<file path="src/rtl/pkt_mtx_arbiter.sv">
// Packet-level least-recently-granted matrix arbiter with an urgent class, starvation aging
// and a lock watchdog. Valid/ready: xfer acts as the handshake; a flit moves when grant is set and xfer=1.
module pkt_mtx_arbiter #(
  parameter int LEN        = 5,
  parameter int STARVE_MAX = 16,
  parameter int HOLD_MAX   = 256
) (
  input  logic                          clk,
  input  logic                          rstn,
  input  logic [LEN-1:0]                request,
  input  logic [LEN-1:0]                urgent,
  input  logic                          xfer,
  input  logic                          tail,
  output logic [LEN-1:0]                grant,
  output logic [($clog2(LEN)|1)-1:0]    grant_id,
  output logic                          locked,
  output logic                          timeout
);

  localparam int IDW = $clog2(LEN) | 1;
  localparam int AW  = $clog2(STARVE_MAX + 1);
  localparam int CW  = $clog2(HOLD_MAX + 1);

  typedef enum logic {IDLE = 1'b0, LOCKED = 1'b1} state_t;

  state_t         state;
  logic [LEN-1:0] lock_vec;
  logic [LEN-1:0] w [LEN];
  logic [AW-1:0]  age [LEN];
  logic [CW-1:0]  cnt;

  logic [LEN-1:0] eff_urg;
  logic [LEN-1:0] active;
  logic [LEN-1:0] win;
  logic           commit;

  // A starved normal requester competes as if urgent.
  always_comb begin
    eff_urg = '0;
    for (int i = 0; i < LEN; i++)
      eff_urg[i] = request[i] & (urgent[i] | (age[i] == AW'(STARVE_MAX)));
    active = (|eff_urg) ? eff_urg : request;
    win = '0;
    for (int i = 0; i < LEN; i++) begin
      win[i] = active[i];
      for (int j = 0; j < LEN; j++)
        if (j != i && active[j] && w[j][i]) win[i] = 1'b0;
    end
  end

  assign grant  = !rstn ? '0 : ((state == LOCKED) ? lock_vec : win);
  assign locked = (state == LOCKED);
  assign commit = (state == IDLE) & xfer & (|win);

  always_comb begin
    grant_id = '0;
    for (int i = 0; i < LEN; i++)
      if (grant[i]) grant_id = grant_id | IDW'(i);
  end

  always_ff @(posedge clk or negedge rstn) begin
    if (!rstn) begin
      state    <= IDLE;
      lock_vec <= '0;
      cnt      <= '0;
      timeout  <= 1'b0;
      for (int i = 0; i < LEN; i++) begin
        age[i] <= '0;
        for (int j = 0; j < LEN; j++) w[i][j] <= (i < j);
      end
    end else begin
      case (state)
        IDLE: begin
          cnt <= '0;
          for (int i = 0; i < LEN; i++) begin
            if (!request[i])
              age[i] <= '0;
            else if (commit) begin
              if (win[i])                           age[i] <= '0;
              else if (age[i] != AW'(STARVE_MAX))   age[i] <= age[i] + 1'b1;
            end
          end
          if (commit) begin
            // Winner drops to lowest priority against everyone else.
            for (int i = 0; i < LEN; i++)
              for (int j = 0; j < LEN; j++) begin
                if (win[i])                w[i][j] <= 1'b0;
                else if (win[j] && i != j) w[i][j] <= 1'b1;
              end
            if (!tail) begin
              state    <= LOCKED;
              lock_vec <= win;
            end
          end
        end
        LOCKED: begin
          if (xfer) begin
            cnt <= '0;
            if (tail) begin
              state    <= IDLE;
              lock_vec <= '0;
            end
          end else begin
            if (cnt != CW'(HOLD_MAX)) cnt <= cnt + 1'b1;
            if (cnt >= CW'(HOLD_MAX - 1)) timeout <= 1'b1;
          end
        end
        default: state <= IDLE;
      endcase
    end
  end

endmodule

</file>
<file path="config.mk">
export PLATFORM = sky130hd
export DESIGN_NAME = pkt_mtx_arbiter
export DESIGN_NICKNAME = d
export VERILOG_FILES = /design/src/rtl/pkt_mtx_arbiter.sv
export SDC_FILE = /design/constraint.sdc
export NUM_CORES = 1
export LEC_CHECK = 0
export CAP_MARGIN = 15
export CORE_ASPECT_RATIO = 0.8
export CORE_MARGIN = 3
export CORE_UTILIZATION = 30
export CTS_BUF_LIST = sky130_fd_sc_hd__clkbuf_8
export DETAILED_ROUTE_END_ITERATION = 10
export PLACE_DENSITY = 0.55
export SYNTH_ARGS = -nofsm -noshare
export SYNTH_HDL_FRONTEND = slang
export SYNTH_SLANG_ARGS = --single-unit
</file>
<file path="constraint.sdc">
create_clock -name clk -period 6.5 [get_ports clk]
set_clock_uncertainty 0.05 [all_clocks]
set_input_delay 0.975 -clock clk [delete_from_list [all_inputs] [get_ports clk]]
set_output_delay 0.975 -clock clk [all_outputs]
set_load 0.01 [all_outputs]
</file>
==> results of run 1 <==
[state kept, by name, indices dropped and copies added, names as in the netlist]
name / cells
locked: 1
timeout: 1
cnt: 9
w: 20
age: 25
lock_vec: 5
[routing by layer]
| metal | GRT usage (%) | share of wire [%] | up-vias |
|---|---|---|---|
| li1 | - | - | 1455 |
| met1 | 19.79 | 52 | 1398 |
| met2 | 19.62 | 43 | 45 |
| met3 | 3.704 | 4.5 | 10 |
| met4 | 4.318 | 1.0 | 0 |
| met5 | 0 | 0 | - |
[logic make-up after synthesis]
logic type,share of synthesized area (%)
multiplexers,0.9106
buffers and inverters,3.362
adder cells (fa/ha/maj),4.554
AO/OA/AOI/OAI,22.10
AND/OR/NAND/NOR,24.76
XOR/XNOR,1.226
flip-flops,43.08
[area by class of cell]
class	count	area [sq um]	area share, %
flip-flops and latches	61	1539	37.31
multi-input cells	297	1913	46.38
clock inverters	7	50.05	1.213
well taps	144	180.2	4.368
repair buffers	24	232.7	5.641
inverters	23	86.33	2.093
clock buffers	9	123.9	3.003
[worst max-delay path: stages]
cell and delay [ns]:
clkdlybuf4s50_1 0.63, nand2b_1 0.11, a2bb2oi_2 0.18, o41ai_4 0.37, a22oi_1 0.18, nand3_2 0.22, o21ai_0 0.09, and2_1 0.21
or2_2 0.28, clkdlybuf4s50_1 0.50
[path summary, 6_finish.rpt]
| path | from | cells after the start | endpoint | slack, ns |
|---|---|---|---|---|
| setup / recovery | request[4] | 10 | grant_id[1] | 1.73 |
| hold / removal | timeout | 1 | timeout | 0.43 |
| setup reg to reg | age[0] | 11 | age[18] | 3.22 |
| hold reg to reg | timeout | 1 | timeout | 0.43 |
| max in group asynchronous | rstn | 2 | w[5] | 4.88 |
| min in group asynchronous | rstn | 1 | cnt[3] | 0.56 |
[power by group]
| part | switching, mW | leakage, nW | total [mW] | internal (mW) |
|---|---|---|---|---|
| sequential | 0.102 | 0.784 | 0.609 | 0.507 |
| combinational | 0.270 | 0.864 | 0.461 | 0.191 |
| clock | 0.161 | 0.0816 | 0.299 | 0.138 |
| total | 0.532 | 1.73 | 1.37 | 0.837 |
[synthesized netlist by cell type (all sizes together), types with 4 or more instances]
| cell type | n | area share, % |
|---|---|---|
| a21oi | 14 | 2.0 |
| a22oi | 7 | 1.6 |
| and2 | 5 | 0.88 |
| and3 | 8 | 1.4 |
| and4bb | 5 | 2.0 |
| clkbuf | 4 | 0.42 |
| dfrtp | 51 | 36 |
| dfstp | 10 | 7.4 |
| ha | 13 | 4.6 |
| inv | 23 | 2.4 |
| nand2 | 33 | 3.5 |
| nand2b | 8 | 1.4 |
| nand3 | 23 | 4.1 |
| nor2 | 73 | 7.7 |
| o21ai | 30 | 4.7 |
| o2bb2ai | 7 | 1.7 |
| o31ai | 9 | 2.3 |
| o41ai | 5 | 2.3 |
| xor2 | 4 | 0.98 |
[per-stage QoR]
stage                     hold slack, ns  instances
after floorplan                   0.3891        388
final                             0.4305        565
after detailed placement          0.4153        549
after CTS                         0.4342        565
after global routing              0.4574        565
after global placement            0.4070        549
==> metrics.md, run 1 <==
| Metric | Value |
|---|---|
| FFs w/ async S/R, synth | `100.0%` |
| Root buf cell | `clkbuf_8` |
| Core footprint | `11,230 sq um` |
| Commonest register cell after synthesis | `dfrtp_1` |
| Worst vdd ir | `153.6 uV` |
| Initial core utilization | `31.81%` |
| Yosys reg bits | `61` |
| Grt ovf | `0` |
| Wire length per cell | `15.05 um` |
| Clk Latency, worst-skew pair | `0.35 ns` |
| GR Util All Layers | `13.65%` |
| Clock buffer depth | `2` |
| Post-route DRC | `0` |
| Tmin final | `4.774 ns` |
| Most frequent cells in the layout | `nor2_1 (73), dfrtp_1 (51), nand2_1 (32), inv_1 (23), clkdlybuf4s50_1 (22)` |
| Most common cell after layout, fill and taps aside | `nor2_1` |
| Fraction of layout cells with a size suffix above 1 | `13.54%` |
| Rel. slew slack | `39.37%` |
| Post-route setup TNS | `0 ns` |
| Inserted Diodes | `0` |
| RSZ-0062 raised after global routing | `no` |
| Critical Path AT | `3.75 ns` |
| Number of port buffers | `23` |
| Number of fill cells | `1,157` |
| DRT antenna net count | `0` |
| Max-cap viol count | `0` |
| Post-Synthesis Cells | `388` |
| Kind of critical path | `input port to output port` |
| Final Instance Area | `4125 sq um` |
| CTS Sinks | `61` |
| Worst-path clk slew | `0.07 ns` |
| Chip width | `128 um` |
| Initial DRC count | `212` |
| Die Footprint | `13,260 sq um` |
| Io pins | `24` |
| Num rows | `34` |
| TritonCTS clock tree | `built` |
| Vias per cell | `5.147` |
| Seq/Total Area, Yosys | `43.08%` |
| Syn_nets | `415` |
| Final setup fails | `0` |
| HP Class | `flop to flop` |
| Placed cell areas | `3951 sq um` |
| Placer congestion estimate | `0.8533` |
| Postcts setup bufs | `0` |
| Slew Limit Fails | `0` |
| Status | `complete, no violations` |
| Max Fanout on Critical Path | `8` |
| Number of synthesized flops with an enable pin | `0` |
| Initial antenna violation count | `0` |
| Required @ worst endpoint | `5.47 ns` |
| # H-tree levels | `3` |
| Slew at the pin closest to its max-slew limit | `0.9095 ns` |
| PnR worst setup slack | `1.726 ns` |
| Power Dens Cells | `331.9 nW/um^2` |
| Yosys Warn Count | `0` |
| Pre-antenna DRT Iters | `4` |
| CTS buffer count | `9` |
| Startpoint Class | `input port` |
| Layout Nets | `443` |
| Vias in the first global route | `2,870` |
| Fin. Hold Viols | `0` |
| Routed Wire Length | `8.503 mm` |
| Fmax achieved | `0.2095 GHz` |
| Die height | `103.6 um` |
| Synthesis-to-finish area growth | `15.48%` |
| CTS Hold Bufs | `0` |
| Post-DP HPWL | `6.247 mm` |
| Via count | `2,908` |
| First-pass GRT wire length | `14.57 mm` |
| Pin count of the biggest net entering global routing | `44` |
| CP Capture Type | `output port` |
| Period utilization | `73.44%` |
| Synth unique cells | `67` |
| Final Core Density | `36.73%` |
| Power Total | `1.369 mW` |
| Lkg Pwr | `1.730 nW` |
| Dpl ws | `1.743 ns` |
| Post-Syn Area | `3572 sq um` |
| Resized cells post-CTS | `0` |
| Post-Syn Area per Cell | `9.207 sq um` |
(Power assumes the default switching activity.)
==> inputs of run 2 (changes only) <==
PLACE_DENSITY = 0.57   (was 0.55)
clock period = 3.8 ns   (was 6.5 ns; I/O delays follow)
==> metrics.md, run 2 (synthesized netlist as in run 1, its figures left out) <==
| Metric | Value |
|---|---|
| Status | `complete, no violations` |
| Via count | `3,073 (+5.7%)` |
| Lkg Pwr | `1.971 nW (+14%)` |
| CTS buffer count | `9 (unchanged)` |
| GR Util All Layers | `13.82% (+0.17 points)` |
| Number of port buffers | `23 (unchanged)` |
| Required @ worst endpoint | `3.18 ns (-2.29 ns)` |
| Initial antenna violation count | `0 (unchanged)` |
| Layout Nets | `468 (+5.6%)` |
| Fraction of layout cells with a size suffix above 1 | `19.28% (+5.7 points)` |
| Area of the multi-input gates | `1939 sq um (+1.4%)` |
| Worst flop-to-flop path startpoint | `age[5]` |
| Pin count of the biggest net entering global routing | `47 (+6.8%)` |
| Worst-path clk slew | `0.07 ns (about the same)` |
| Post-route setup TNS | `0 ns (unchanged)` |
| Most frequent cells in the layout | `nor2_1 (73), dfrtp_1 (50), nand2_1 (32), buf_4 (25), inv_1 (24)` |
| Slew at the pin closest to its max-slew limit | `0.6545 ns (-0.2550 ns)` |
| Tmin final | `3.705 ns` |
| Worst vdd ir | `236.6 uV (+54%)` |
| Post-DP HPWL | `6.301 mm (+0.87%)` |
| Crit-path cells | `inv_1 > ha_1 > and4bb_2 > o21a_4 > buf_12 > a41o_1 > a22oi_2 > nand3_2 > o21ai_0 > and2_1 > clkdlybuf4s50_1` |
| Chip width | `128 um (unchanged)` |
| CTS Sinks | `61 (unchanged)` |
| Number of fill cells | `1,165 (+0.69%)` |
| HP Class | `input port to async pin` |
| DRT antenna net count | `0 (unchanged)` |
| Grt ovf | `0 (unchanged)` |
| Io pins | `24 (unchanged)` |
| Sw Pwr | `0.9203 mW (+73%)` |
| Max Fanout on Critical Path | `4 (-4)` |
| Clk network pwr share | `25.6% (+3.8 points)` |
| Final Core Density | `39.27% (+2.5 points)` |
| Initial core utilization | `31.81% (unchanged)` |
| Num rows | `34 (unchanged)` |
| Vias in the first global route | `2,954 (+2.9%)` |
| Period utilization | `97.49%` |
| Root buf cell | `clkbuf_8` |
| Final Instance Area | `4410 sq um (+6.9%)` |
| Most flops, register | `age` |
| Die height | `103.6 um (unchanged)` |
| Wire length per cell | `14.96 um (-0.59%)` |
| Power Dens Cells | `580.2 nW/um^2 (+75%)` |
| Die Footprint | `13,260 sq um (unchanged)` |
| RSZ-0062 raised after global routing | `yes` |
| TritonCTS clock tree | `built` |
| # H-tree levels | `3 (unchanged)` |
| Slowest CP cell | `clkdlybuf4s50_1` |
| Fin. Hold Viols | `0 (unchanged)` |
| Placed cell areas | `4064 sq um (+2.8%)` |
| Slew Limit Fails | `0 (unchanged)` |
| Largest stage delay, worst path | `0.54 ns (-0.09 ns)` |
| Pre-antenna DRT Iters | `4 (unchanged)` |
| Fmax achieved | `0.2699 GHz` |
| Clock buffer depth | `2 (unchanged)` |
| Critical Path AT | `3.08 ns (-0.67 ns)` |
| Clk Latency, worst-skew pair | `0.36 ns (about the same)` |
| Inserted Diodes | `0 (unchanged)` |
| Register share of total power | `39.8% (-4.7 points)` |
| Fin Hold WS | `0.08428 ns (-0.3462 ns)` |
| Core footprint | `11,230 sq um (unchanged)` |
| RR Endpoint | `age[18]` |
| Sw Ratio | `35.96% (-2.9 points)` |
| Startpoint Class | `flop` |
| Final setup fails | `0 (unchanged)` |
| Synthesis-to-finish area growth | `23.47%` |
| Reg2Reg Setup Slack | `0.52 ns (-2.70 ns)` |
| Post-route DRC | `0 (unchanged)` |
| First-pass GRT wire length | `14.73 mm (+1.1%)` |
| CP Capture Type | `output port` |
| Initial DRC count | `192 (-9.4%)` |
| Vias per cell | `5.208 (+1.2%)` |
| Most common cell after layout, fill and taps aside | `nor2_1` |
| Kind of critical path | `flop to output port` |
| Internal | `1.639 mW (+96%)` |
| Placer congestion estimate | `0.8651 (+1.4%)` |
| Comb pwr share | `34.6% (+0.9 points)` |
| FF-to-FF path depth | `13 (+2)` |
| FF/Latch Area | `1540 sq um (about the same)` |
| Max reg flops | `25 (unchanged)` |
| Max-cap viol count | `0 (unchanged)` |
| Rel. slew slack | `56.20% (+17 points)` |
| Routed Wire Length | `8.827 mm (+3.8%)` |
| Largest registers | `age: 25 flops, w: 20 flops, cnt: 9 flops` |
## run 2: power by group through the flow
stage               combinational [mW]  clock (mW)  sequential, mW
finish                           0.885       0.654            1.02
global route                      1.00       0.700            1.04
CTS                              0.876       0.674            1.01
detailed placement               0.843           0            1.03
global placement                 0.825           0            1.04
floorplan                        0.597           0           0.975
## run 2: final cells by class
cell class | count | area share (%)
multi-input combinational | 297 | 43.97
sequential | 61 | 34.92
timing repair buffer | 49 | 9.957
tap | 144 | 4.085
clock buffer | 10 | 3.121
clock inverter | 6 | 1.986
inverter | 23 | 1.957
## run 2: per-stage QoR
stage | std cells | setup WS, ns | power (mW)
global placement | 564 | 0.1117 | 1.863
CTS | 585 | 0.001735 | 2.565
detailed placement | 564 | 0.08523 | 1.875
finish | 590 | 0.09538 | 2.559
global route | 590 | -0.06434 | 2.745
floorplan | 388 | 0.8048 | 1.573
## run 2: what timing repair did
action,CTS,global route
gates resized for setup,4,13
setup endpoints to repair,2,6
hold buffers,0,0
endpoints found under the hold margin,0,0
setup buffers,5,5
pin swaps,4,5
cloned,0,0
## run 2: routing by layer
| metal | track usage, % | vias up | share of wire, % |
|---|---|---|---|
| li1 | - | 1500 | - |
| met1 | 20.65 | 1505 | 53 |
| met2 | 18.95 | 60 | 42 |
| met3 | 4.064 | 8 | 3.9 |
| met4 | 4.394 | 0 | 1.0 |
| met5 | 0 | - | 0 |
## run 2: worst max path at each step
stage	from	to	slack (ns)	cells past startpoint
2_1_floorplan	age[5]	grant_id[1]	0.80	10
4_1_cts	age[5]	grant_id[0]	0.002	11
3_3_place_gp	request[3]	grant_id[1]	0.11	10
3_5_place_dp	request[3]	grant_id[1]	0.09	10
5_1_grt	age[5]	grant[2]	-0.06	11
6_report	age[5]	grant[2]	0.1	11
## run 2: critical path: cells and delay by family, from the launching register on
kind                       cells  cell delay [ns]
AOI/OAI and AO/OA              4             0.83
buffers and inverters          3             0.73
and+or+nand+nor                3             0.56
DFF                            1             0.41
adders and majority gates      1             0.19
==> inputs of run 3 (changes only) <==
ABC_AREA = 0   (was unset)
CTS_CLUSTER_DIAMETER = 60   (was unset)
==> results of run 3 <==
The final DEF is identical to that of run 2; final timing and power are the same.
